==> src/rtl/seq_player_pkg.sv <==
// rtl/seq_player_pkg.sv - shared state encoding and default pattern table for seq_player
package seq_player_pkg;

    typedef enum logic [1:0] {
        IDLE  = 2'd0,
        SHIFT = 2'd1,
        DONE  = 2'd2
    } state_t;

    localparam int DEF_ENTRIES = 8;
    localparam int MAX_SEQ_W   = 64;

    localparam logic [7:0] DEFAULT_PAT [DEF_ENTRIES] = '{
        8'hF7, 8'h01, 8'h95, 8'h55, 8'hAB, 8'hB8, 8'hBB, 8'hBE
    };

    // Zero-extended to MAX_SEQ_W; callers cast down to SEQ_W, which keeps the LSBs.
    function automatic logic [MAX_SEQ_W-1:0] default_entry(input int idx);
        logic [MAX_SEQ_W-1:0] val;
        val = '0;
        if (idx >= 0 && idx < DEF_ENTRIES) begin
            val[7:0] = DEFAULT_PAT[idx[2:0]];
        end
        return val;
    endfunction

endpackage

==> src/rtl/seq_table.sv <==
// rtl/seq_table.sv - pattern table: constant ROM, or writable register file with SEQ_PLAYER_WR_EN
module seq_table
    import seq_player_pkg::*;
#(
    parameter int SEQ_W = 8,
    parameter int DEPTH = 8,
    parameter int IDX_W = $clog2(DEPTH)
) (
`ifdef SEQ_PLAYER_WR_EN
    input  logic             clk,
    input  logic             rst_n,
    input  logic             wr_en,
    input  logic [IDX_W-1:0] wr_addr,
    input  logic [SEQ_W-1:0] wr_data,
`endif
    input  logic [IDX_W-1:0] rd_idx,
    output logic [SEQ_W-1:0] rd_data
);

`ifdef SEQ_PLAYER_WR_EN
    logic [SEQ_W-1:0] mem [DEPTH];

    always_ff @(posedge clk or negedge rst_n) begin
        if (!rst_n) begin
            for (int i = 0; i < DEPTH; i++) begin
                mem[i] <= SEQ_W'(default_entry(i));
            end
        end else if (wr_en && (int'(wr_addr) < DEPTH)) begin
            mem[wr_addr] <= wr_data;
        end
    end

    // Combinational read returns the pre-write value when a write lands in the same cycle.
    always_comb begin
        rd_data = '0;
        if (int'(rd_idx) < DEPTH) begin
            rd_data = mem[rd_idx];
        end
    end
`else
    logic [SEQ_W-1:0] rom [DEPTH];

    for (genvar i = 0; i < DEPTH; i++) begin : g_rom
        assign rom[i] = SEQ_W'(default_entry(i));
    end

    always_comb begin
        rd_data = '0;
        if (int'(rd_idx) < DEPTH) begin
            rd_data = rom[rd_idx];
        end
    end
`endif

endmodule

==> src/rtl/seq_player.sv <==
// rtl/seq_player.sv - serial pattern player, MSB first; SEQ_PLAYER_WR_EN adds table write port
module seq_player
    import seq_player_pkg::*;
#(
    parameter int SEQ_W = 8,
    parameter int DEPTH = 8,
    parameter int IDX_W = $clog2(DEPTH),
    parameter int DIV_W = 16
) (
    input  logic                     clk,
    input  logic                     rst_n,
    input  logic                     start,
    input  logic                     stop,
    input  logic [IDX_W-1:0]         index,
    input  logic                     repeat_en,
    input  logic [DIV_W-1:0]         bit_div,
`ifdef SEQ_PLAYER_WR_EN
    input  logic                     wr_en,
    input  logic [IDX_W-1:0]         wr_addr,
    input  logic [SEQ_W-1:0]         wr_data,
`endif
    output logic                     busy,
    output logic                     done,
    output logic                     ser_out,
    output logic [SEQ_W-1:0]         seq_out,
    output logic [$clog2(SEQ_W)-1:0] bit_idx
);

    localparam int               BIT_W = $clog2(SEQ_W);
    localparam logic [BIT_W-1:0] MSB   = BIT_W'(SEQ_W - 1);

    state_t           state, state_n;
    logic             accept;
    logic             rep_q;
    logic [DIV_W-1:0] div_q;
    logic [DIV_W-1:0] cnt;
    logic [SEQ_W-1:0] tbl_data;

    seq_table #(
        .SEQ_W (SEQ_W),
        .DEPTH (DEPTH),
        .IDX_W (IDX_W)
    ) u_table (
`ifdef SEQ_PLAYER_WR_EN
        .clk     (clk),
        .rst_n   (rst_n),
        .wr_en   (wr_en),
        .wr_addr (wr_addr),
        .wr_data (wr_data),
`endif
        .rd_idx  (index),
        .rd_data (tbl_data)
    );

    always_ff @(posedge clk or negedge rst_n) begin
        if (!rst_n) begin
            state <= IDLE;
        end else begin
            state <= state_n;
        end
    end

    always_comb begin
        state_n = state;
        accept  = 1'b0;
        case (state)
            IDLE: begin
                if (start && !stop) begin
                    state_n = SHIFT;
                    accept  = 1'b1;
                end
            end
            SHIFT: begin
                if (stop) begin
                    state_n = IDLE;
                end else if (cnt == '0 && bit_idx == '0 && !rep_q) begin
                    state_n = DONE;
                end
            end
            DONE:    state_n = IDLE;
            default: state_n = IDLE;
        endcase
    end

    // Run parameters are captured once at start so mid-run input changes are invisible.
    always_ff @(posedge clk or negedge rst_n) begin
        if (!rst_n) begin
            seq_out <= '0;
            rep_q   <= 1'b0;
            div_q   <= '0;
            cnt     <= '0;
            bit_idx <= MSB;
        end else if (accept) begin
            seq_out <= tbl_data;
            rep_q   <= repeat_en;
            div_q   <= bit_div;
            cnt     <= bit_div;
            bit_idx <= MSB;
        end else if (state == SHIFT) begin
            if (stop) begin
                cnt     <= '0;
                bit_idx <= MSB;
            end else if (cnt == '0) begin
                cnt     <= div_q;
                bit_idx <= (bit_idx == '0) ? MSB : bit_idx - 1'b1;
            end else begin
                cnt <= cnt - 1'b1;
            end
        end
    end

    assign busy    = (state == SHIFT);
    assign done    = (state == DONE);
    assign ser_out = (state == SHIFT) ? seq_out[bit_idx] : 1'b0;

endmodule

==> config.mk <==
export PLATFORM = sky130hd
export DESIGN_NAME = seq_player
export DESIGN_NICKNAME = d
export VERILOG_FILES = /design/src/rtl/seq_player_pkg.sv /design/src/rtl/seq_table.sv /design/src/rtl/seq_player.sv
export SDC_FILE = /design/constraint.sdc
export NUM_CORES = 1
export LEC_CHECK = 0
export ABC_AREA = 1
export BUFFER_PORTS_ARGS = -buffer_cell sky130_fd_sc_hd__buf_2
export CORE_ASPECT_RATIO = 1.75
export CORE_MARGIN = 3
export CORE_UTILIZATION = 58
export CTS_CLUSTER_SIZE = 30
export DETAILED_ROUTE_END_ITERATION = 8
export PLACE_DENSITY_LB_ADDON = 0.1
export SLEW_MARGIN = 10
export SYNTH_ARGS = -nofsm -noshare
export SYNTH_HDL_FRONTEND = slang
export SYNTH_HIERARCHICAL = 1
export SYNTH_SLANG_ARGS = --single-unit
==> constraint.sdc <==
create_clock -name clk -period 3.75 [get_ports clk]
set_input_delay 0 -clock clk [delete_from_list [all_inputs] [get_ports clk]]
set_output_delay 0 -clock clk [all_outputs]
set_load 0.01 [all_outputs]
==> flow_summary.yaml, run 1 <==
run_status:
  status: "complete, no violations"
setup_path:
  endpoint_kind: "flop"
  startpoint_type: "flop"
  worstSetupPathType: "reg2reg"
  worstPathArrival_ns: 2.24
  crit_path_max_fanout: 28
  critical_path_required_ns: 3.98
route:
  viasPerCell: 5.225
  drt_first_pass_iters: 4
  drt-initial-drc-count: 92
  drc: 0
  postRouteAntennaNets: 0
  wl_per_cell_um: 13.46
  vias: 2722
  wirelength_um: 7015
sta:
  fmaxAchievable_ghz: 0.4997
  period_needed_ns: 2.001
  fin_tns_setup_ns: 0
  hold_viol_final: 0
  slew_viol_final: 0
  grt_setup_unrepaired: "false"
  skew_ns: 0.008592
  finalSetupViolCount: 0
  worst_pin_slew_ns: 1.024
  max-slew-margin-rel: 0.3170
  finalCritPeriodShare: 0.5337
final_layout:
  fillers: 434
  syn2layout_area_growth_pct: 14.98
  diodes: 0
  drive_above_1_share: 0.1642
  fin_cells: 521
  final_nets: 500
grt:
  grt_pass1_vias: 2741
  antenna_found_initial: 0
  grt_max_degree: 47
  grt_pass1_wl_um: 11900
  globalRouteTotalUtil: 0.2582
  grt-ovfl-total: 0
cts:
  cts_buffer_depth: 2
  clock-sinks: 46
  clk_pin_slew_ns: 0.08
  clk_latency_ns: 0.31
  root_buffer: "clkbuf_8"
  numCtsBuffers: 5
  cts.repair.resized: 0
  ctsHtreeMaxLevel: 2
  cts_tree: "yes"
pwr:
  p_clk_frac: 0.212
  leakage_nw: 1.918
  switchingPower_uw: 729.2
  intPower_mw: 1.102
  power_density_nw_per_um2: 534.2
  seqPwrFrac: 0.398
  combPwrFrac: 0.390
  swShare: 0.3982
  power_mw: 1.831
  vdd_drop_max_uv: 408.8
yosys:
  yosys_warnings: 6
  synthCells: 419
  synth-seq-cells: 46
  ys_seq_area_frac: 0.3873
  synth_area_sq_um: 2982
  syn_nets: 451
  ys_types: 29
  avgSynthCellArea_sq_um: 7.116
min_path:
  hp-class: "in2reg"
die:
  die_h_um: 100.9
  chipWidth_um: 60.20
  dieArea_sq_um: 6071
  pin_count: 38
  core-area_sq_um: 4831
  rows: 33
  initial_core_util: 0.6172
placement:
  dp_hpwl_um: 4809
  gp_congestion: 0.8470
  dp.cells: 495
  io_buffers: 37
run:
  maxCapViolCount: 0
area by class of cell:
| cell class | instances | area (sq um) | share of cell area |
|---|---|---|---|
| multi-input cells | 286 | 1445 | 0.4215 |
| well taps | 52 | 65.06 | 0.01898 |
| flip-flops and latches | 46 | 1155 | 0.3369 |
| clock inverters | 1 | 30.03 | 0.008759 |
| repair buffers | 56 | 372.9 | 0.1088 |
| inverters | 73 | 274.0 | 0.07993 |
| clock buffers | 7 | 86.33 | 0.02518 |
power by group through the flow:
stage	clock network (mW)	logic (mW)	registers (mW)
after CTS	0.396	0.718	0.729
after detailed placement	0	0.699	0.736
final	0.387	0.715	0.729
after floorplan	0	0.543	0.720
after global routing	0.411	0.822	0.746
after global placement	0	0.683	0.736
layer usage:
metal  vias to the layer above  GRT usage  routed length, um
met2                        56     0.4667               3752
met5                         -          0                  0
met3                        19    0.03205                240
met1                      1249     0.2710               2782
met4                         0     0.1519                240
li1                       1398          -                  -
through the flow:
stage	hold slack, ns	setup WS [ns]	util	area (sq um)
final	0.007600	1.749	0.7097	3428
after floorplan	-0.2956	2.295	-	2982
after global placement	0.2329	1.910	0.6483	3132
after detailed placement	0.2337	1.833	0.6483	3132
after global routing	0.02989	1.551	0.7097	3428
after CTS	0.00005654	1.815	0.7097	3428
flip-flops by register name, indices dropped and copies added, names as in the netlist:
signal and flops:
seq_out 8, rep_q 1, state 2, div_q 16, cnt 16, bit_idx 3
synthesized netlist by cell type:
cell type,instances,area [sq um]
buf_2,6,30.03
buf_4,2,15.01
buf_6,4,45.04
clkbuf_1,1,3.750
clkbuf_8,1,13.76
dfrtp_1,43,1076
dfstp_2,3,78.83
ha_1,8,100.1
inv_1,68,255.2
inv_2,5,18.77
nand2_1,122,457.9
nand2_2,4,25.02
nand2_4,1,11.26
nand3_1,44,220.2
nand3_2,8,80.08
nand3_4,1,17.52
nand3b_1,8,60.06
nand3b_2,1,11.26
nor2_1,32,120.1
nor2_2,6,37.54
nor2_4,1,11.26
nor2_8,1,20.02
nor3_1,1,5.000
nor3_2,1,10.01
o21ai_0,30,150.1
o21ai_1,3,15.01
o22ai_1,11,68.82
or2_1,1,6.260
xnor2_1,2,17.52
cells by family (layout without fill, tap and decap cells):
family,after synthesis,count (layout),synth area share
flops,46,46,0.3873
fa+ha+maj,8,8,0.03357
compound gates,44,44,0.07847
buf+inv,87,137,0.1280
xor+xnor,2,2,0.005876
simple gates,232,232,0.3668
final timing paths:
kind                             start    endpoint  slack [ns]  cells past startpoint
max                           state[0]  bit_idx[1]        1.75                      6
min                        bit_div[14]   div_q[14]       0.008                      3
max reg2reg                   state[0]  bit_idx[1]        1.75                      6
min reg2reg                   div_q[5]    div_q[5]        0.49                      2
max in group asynchronous        rst_n    div_q[3]        2.71                      2
min in group asynchronous        rst_n   div_q[11]        0.39                      2
worst max-delay path, stage by stage (launching register included):
cell	delay [ns]
dfrtp_1	0.42
nor2_1	0.15
nand3_2	0.44
nand2_1	0.57
nand2_2	0.17
nand2_1	0.10
o21ai_1	0.07
cells in the final DEF, fill, tap and decap left out, types with 5 or more instances in the layout:
master           n
ha_1             8
dlygate4sd3_1   18
o21ai_0         30
nor2_2           6
nor2_1          32
inv_1           68
buf_2           37
nand3_2          8
nand3b_1         8
dfrtp_1         43
o22ai_1         11
clkbuf_8         6
nand3_1         44
nand2_1        122
inv_2            5
repair_timing:
item | 4_1_cts | 5_1_grt
hold buffers | 18 | 0
hold endpoints to repair | 63 | 0
setup buffers | 0 | 0
setup endpoints to repair | 0 | 0
No activity file was read; power rests on OpenSTA's default activity.
==> run 2, diff against run 1 <==
CORE_UTILIZATION = 53   (was 58)
clock period = 1.6 ns   (was 3.75 ns; I/O delays follow)
==> run 2 against run 1 <==
Against the previous run: die area rose by 8.7%; critical path type unchanged; worst setup slack got worse by 1.7 ns; final cell count rose by 9.0%; via count rose by 5.4%; largest power group is now combinational logic.
==> flow_summary.yaml, run 2 (synthesized netlist as in run 1, its figures left out) <==
setup_path:
  startpoint_type: "flop"
  worstSetupPathType: "reg2reg"
  crit_path_max_fanout: 4
  critical_path_required_ns: 1.79
  worstPathArrival_ns: 1.79
  endpoint_kind: "flop"
die:
  chipWidth_um: 62.70
  die_h_um: 105.2
  core-area_sq_um: 5343
  rows: 35
  initial_core_util: 0.5581
  dieArea_sq_um: 6597
  pin_count: 38
cts:
  clk_pin_slew_ns: 0.09
  clock-sinks: 46
  cts_tree: "yes"
  ctsHtreeMaxLevel: 2
  clk_latency_ns: 0.30
  cts_buffer_depth: 2
  numCtsBuffers: 5
  root_buffer: "clkbuf_8"
final_layout:
  fin_cells: 568
  final_cell_mix: "nand2_1, inv_1, dfrtp_1"
  syn2layout_area_growth_pct: 25.05
  final_nets: 525
  drive_above_1_share: 0.2510
  final_common_cell: "nand2_1"
  fillers: 473
  reg_top3: "cnt (16), div_q (16), seq_out (8)"
  diodes: 0
  final_area_sq_um: 3729
run_status:
  status: "complete, no violations"
pwr:
  vdd_drop_max_uv: 704.5
  leakage_nw: 2.029
  power_mw: 4.469
  power_density_nw_per_um2: 1199
grt:
  grt_pass1_wl_um: 12590
  grt_max_degree: 26
  globalRouteTotalUtil: 0.2348
  grt-ovfl-total: 0
  antenna_found_initial: 0
  grt_pass1_vias: 2868
route:
  postRouteAntennaNets: 0
  wl_per_cell_um: 12.86
  drt-initial-drc-count: 92
  drc: 0
  drt_first_pass_iters: 5
  viasPerCell: 5.049
  vias: 2868
  wirelength_um: 7307
sta:
  max-slew-margin-rel: 0.4803
  grt_setup_unrepaired: "true"
  period_needed_ns: 1.595
  worst_pin_slew_ns: 0.7787
  skew_ns: 0.007202
  hold_viol_final: 0
  finalSetupViolCount: 0
  hold_ws_ns: 0.004646
  fin_tns_setup_ns: 0
  finalCritPeriodShare: 0.9968
  slew_viol_final: 0
  fmaxAchievable_ghz: 0.6270
run:
  maxCapViolCount: 0
min_path:
  hp-class: "in2reg"
placement:
  gp_congestion: 0.8674
  dp_hpwl_um: 5490
  io_buffers: 37
  place_area_sq_um: 3287
  dp.cells: 534
==> run 2: cell count changes in the layout (fill, tap and decap cells not counted), sizes merged <==
cell | before | now
buf | 38 | 64
bufinv | 1 | 0
clkbuf | 7 | 6
clkinv | 0 | 1
clkinvlp | 0 | 1
dlygate4sd3 | 18 | 17
==> run 2: metrics by stage <==
step / setup WS, ns / utilization
2_1_floorplan: 0.1449 / -
6_report: 0.005063 / 0.6979
4_1_cts: 0.006786 / 0.6686
5_1_grt: -0.1075 / 0.6979
3_3_place_gp: 0.03856 / 0.6152
3_5_place_dp: -0.007545 / 0.6152
==> run 2: final cells by class <==
type / instances / area [sq um] / area share
Tap cell: 74 / 92.59 / 0.02483
Sequential cell: 46 / 1155 / 0.3097
Multi-Input combinational cell: 286 / 1534 / 0.4114
Clock inverter: 2 / 12.51 / 0.003356
Clock buffer: 6 / 82.58 / 0.02215
Inverter: 73 / 274.0 / 0.07349
Timing Repair Buffer: 81 / 578.1 / 0.1550
==> run 2: critical path, cell delays in order, from the launching register on <==
cell     delay, ns
dfrtp_1       0.41
inv_2         0.10
ha_4          0.14
inv_2         0.03
nor2_2        0.10
nand2_2       0.09
nor2_8        0.18
buf_2         0.18
nand3_1       0.07
nand2_1       0.06
inv_1         0.04
nand2_1       0.05
nand2_1       0.04
==> run 2: repair_timing <==
item                       CTS  global route
gates cloned                 0             1
pin swaps                    0            11
resized for setup            6            28
setup endpoints to repair   12            22
buffers inserted             0             8
hold endpoints to repair    38             0
hold buffers                17             0
==> run 2: metal layers <==
| metal | GRT usage | wire, um | up-vias |
|---|---|---|---|
| met4 | 0.09637 | 209 | 0 |
| met2 | 0.4599 | 4203 | 60 |
| met1 | 0.2495 | 2668 | 1345 |
| met3 | 0.02132 | 226 | 14 |
| li1 | - | - | 1449 |
| met5 | 0 | 0 | - |
==> run 2: final timing paths <==
| path | endpoint | start | cells after the start | slack [ns] |
|---|---|---|---|---|
| max in group asynchronous | cnt[3] | rst_n | 3 | 0.83 |
| worst max-delay path | cnt[12] | cnt[0] | 12 | 0.005 |
| worst max register to register | cnt[12] | cnt[0] | 12 | 0.005 |
| worst min-delay path | div_q[9] | bit_div[9] | 3 | 0.005 |
| worst min register to register | div_q[3] | div_q[3] | 2 | 0.49 |
| min in group asynchronous | div_q[15] | rst_n | 2 | 0.18 |
==> run 2: where the power goes <==
| part | total [mW] | internal, mW | switching (mW) |
|---|---|---|---|
| combinational | 2.01 | 0.811 | 1.20 |
| sequential | 1.71 | 1.45 | 0.260 |
| clock | 0.750 | 0.348 | 0.402 |
| total | 4.47 | 2.61 | 1.86 |
==> run 3, diff against run 2 <==
CORE_UTILIZATION = 45   (was 53)
PLACE_DENSITY = 0.73   (was unset)
PLACE_DENSITY_LB_ADDON = unset   (was 0.1)
==> run 3 against run 2 <==
Against the previous run: the run now ends with setup timing left; worst hold slack got worse by 0.0045 ns; final cell count rose by 0.88%; global-route usage fell by 1.8 points; sequential power barely moved; die area rose by 16%; critical path type unchanged; highest routed layer unchanged; largest cell class unchanged; fmax fell by 2.2%; total power rose by 8.4%.
==> flow_summary.yaml, run 3 (synthesized netlist as in run 1, its figures left out) <==
cts:
  ctsHtreeMaxLevel: 2
  clock-sinks: 46
  clk_latency_ns: 0.31
  numCtsBuffers: 5
  cts_tree: "yes"
  root_buffer: "clkbuf_8"
  cts_buffer_depth: 2
  clk_pin_slew_ns: 0.09
placement:
  io_buffers: 37
  dp_hpwl_um: 5354
  dp.cells: 539
  gp_congestion: 0.8712
  dp_slack_ns: -0.02826
  place_area_sq_um: 3299
sta:
  hold_viol_final: 0
  finalSetupViolCount: 2
  max-slew-margin-rel: 0.6611
  fmaxAchievable_ghz: 0.6131
  slew_viol_final: 0
  worst_pin_slew_ns: 0.5083
  period_needed_ns: 1.631
  fin_ws_ns: -0.03101
  skew_ns: 0.01201
  finalCritPeriodShare: 1.019
  grt_setup_unrepaired: "true"
grt:
  grt_max_degree: 28
  grt-ovfl-total: 0
  antenna_found_initial: 0
  grt_pass1_wl_um: 12830
  globalRouteTotalUtil: 0.2166
  grt_pass1_vias: 2891
pwr:
  power_density_nw_per_um2: 1267
  vdd_drop_max_uv: 655.8
  leakage_nw: 2.061
  power_mw: 4.844
route:
  postRouteAntennaNets: 0
  drt_first_pass_iters: 5
  vias: 2963
  wirelength_um: 7963
  drc: 0
  drt-initial-drc-count: 252
  viasPerCell: 5.171
  wl_per_cell_um: 13.90
final_layout:
  diodes: 0
  final_nets: 524
  final_area_sq_um: 3822
  final_cell_mix: "nand2_1, inv_1, dfrtp_1"
  reg_top3: "cnt (16), div_q (16), seq_out (8)"
  drive_above_1_share: 0.2475
  syn2layout_area_growth_pct: 28.20
  final_common_cell: "nand2_1"
  fin_cells: 573
  final_util: 0.6045
die:
  pin_count: 38
  core-area_sq_um: 6324
  dieArea_sq_um: 7677
  die_h_um: 113.7
  initial_core_util: 0.4715
  chipWidth_um: 67.53
  rows: 38
setup_path:
  worstPathArrival_ns: 1.87
  crit_path_max_fanout: 7
  endpoint_kind: "flop"
  worstSetupPathType: "reg2reg"
  startpoint_type: "flop"
  critical_path_required_ns: 1.84
run_status:
  status: "finished, violations left"
  violations: "setup timing"
run:
  maxCapViolCount: 0
min_path:
  hp-class: "in2reg"
==> run 3: layout make-up <==
class,instances,area [sq um]
well taps,80,100.1
flip-flops and latches,46,1155
fillers,562,2501
clock inverters,2,37.54
multi-input cells,287,1575
repair buffers,79,608.1
inverters,73,274.0
clock buffers,6,72.57
==> run 3: worst max-delay path, stage by stage, from the launching register on <==
cell and delay, ns:
dfrtp_1 0.39, inv_2 0.08, ha_4 0.14, inv_2 0.03
nor2_2 0.12, nand2_2 0.10, nor2_8 0.17, buf_12 0.14
nand2_8 0.07, nand2_4 0.09, nand2_8 0.07, o21ai_2 0.15
==> run 3: timing repair <==
item / CTS / global route
endpoints found under the hold margin: 38 / 0
hold buffers: 17 / 0
setup buffers: 6 / 2
resized for setup: 5 / 34
setup endpoints to repair: 6 / 22
pin swaps: 0 / 15
cloned: 1 / 1
==> run 3: through the flow <==
step           hold slack [ns]   TNS, ns
3_5_place_dp          0.006315  -0.05371
6_report             0.0001755  -0.04143
2_1_floorplan          -0.2956         0
4_1_cts              0.0001288  -0.02926
5_1_grt                0.01905    -1.154
3_3_place_gp           0.01993         0
==> run 3: path summary, 6_finish.rpt <==
check / start / slack [ns] / endpoint / depth (start not counted)
max: cnt[1] / -0.03 / bit_idx[1] / 11
min in group asynchronous: rst_n / 0.18 / div_q[11] / 2
max in group asynchronous: rst_n / 0.77 / bit_idx[2] / 3
max reg2reg: cnt[1] / -0.03 / bit_idx[1] / 11
min reg2reg: div_q[6] / 0.48 / div_q[6] / 2
min: index[2] / 0.0002 / seq_out[3] / 3
==> run 3: per-layer routing <==
metal	vias to the layer above	GRT usage	routed length (um)
li1	1450	-	-
met1	1375	0.2363	2922
met2	104	0.3949	4337
met3	34	0.02956	317
met4	0	0.1003	386
met5	-	0	0
==> run 3: power by group <==
| part | internal (mW) | total (mW) | switching, mW |
|---|---|---|---|
| sequential | 1.45 | 1.70 | 0.254 |
| combinational | 0.919 | 2.25 | 1.33 |
| clock | 0.467 | 0.895 | 0.428 |
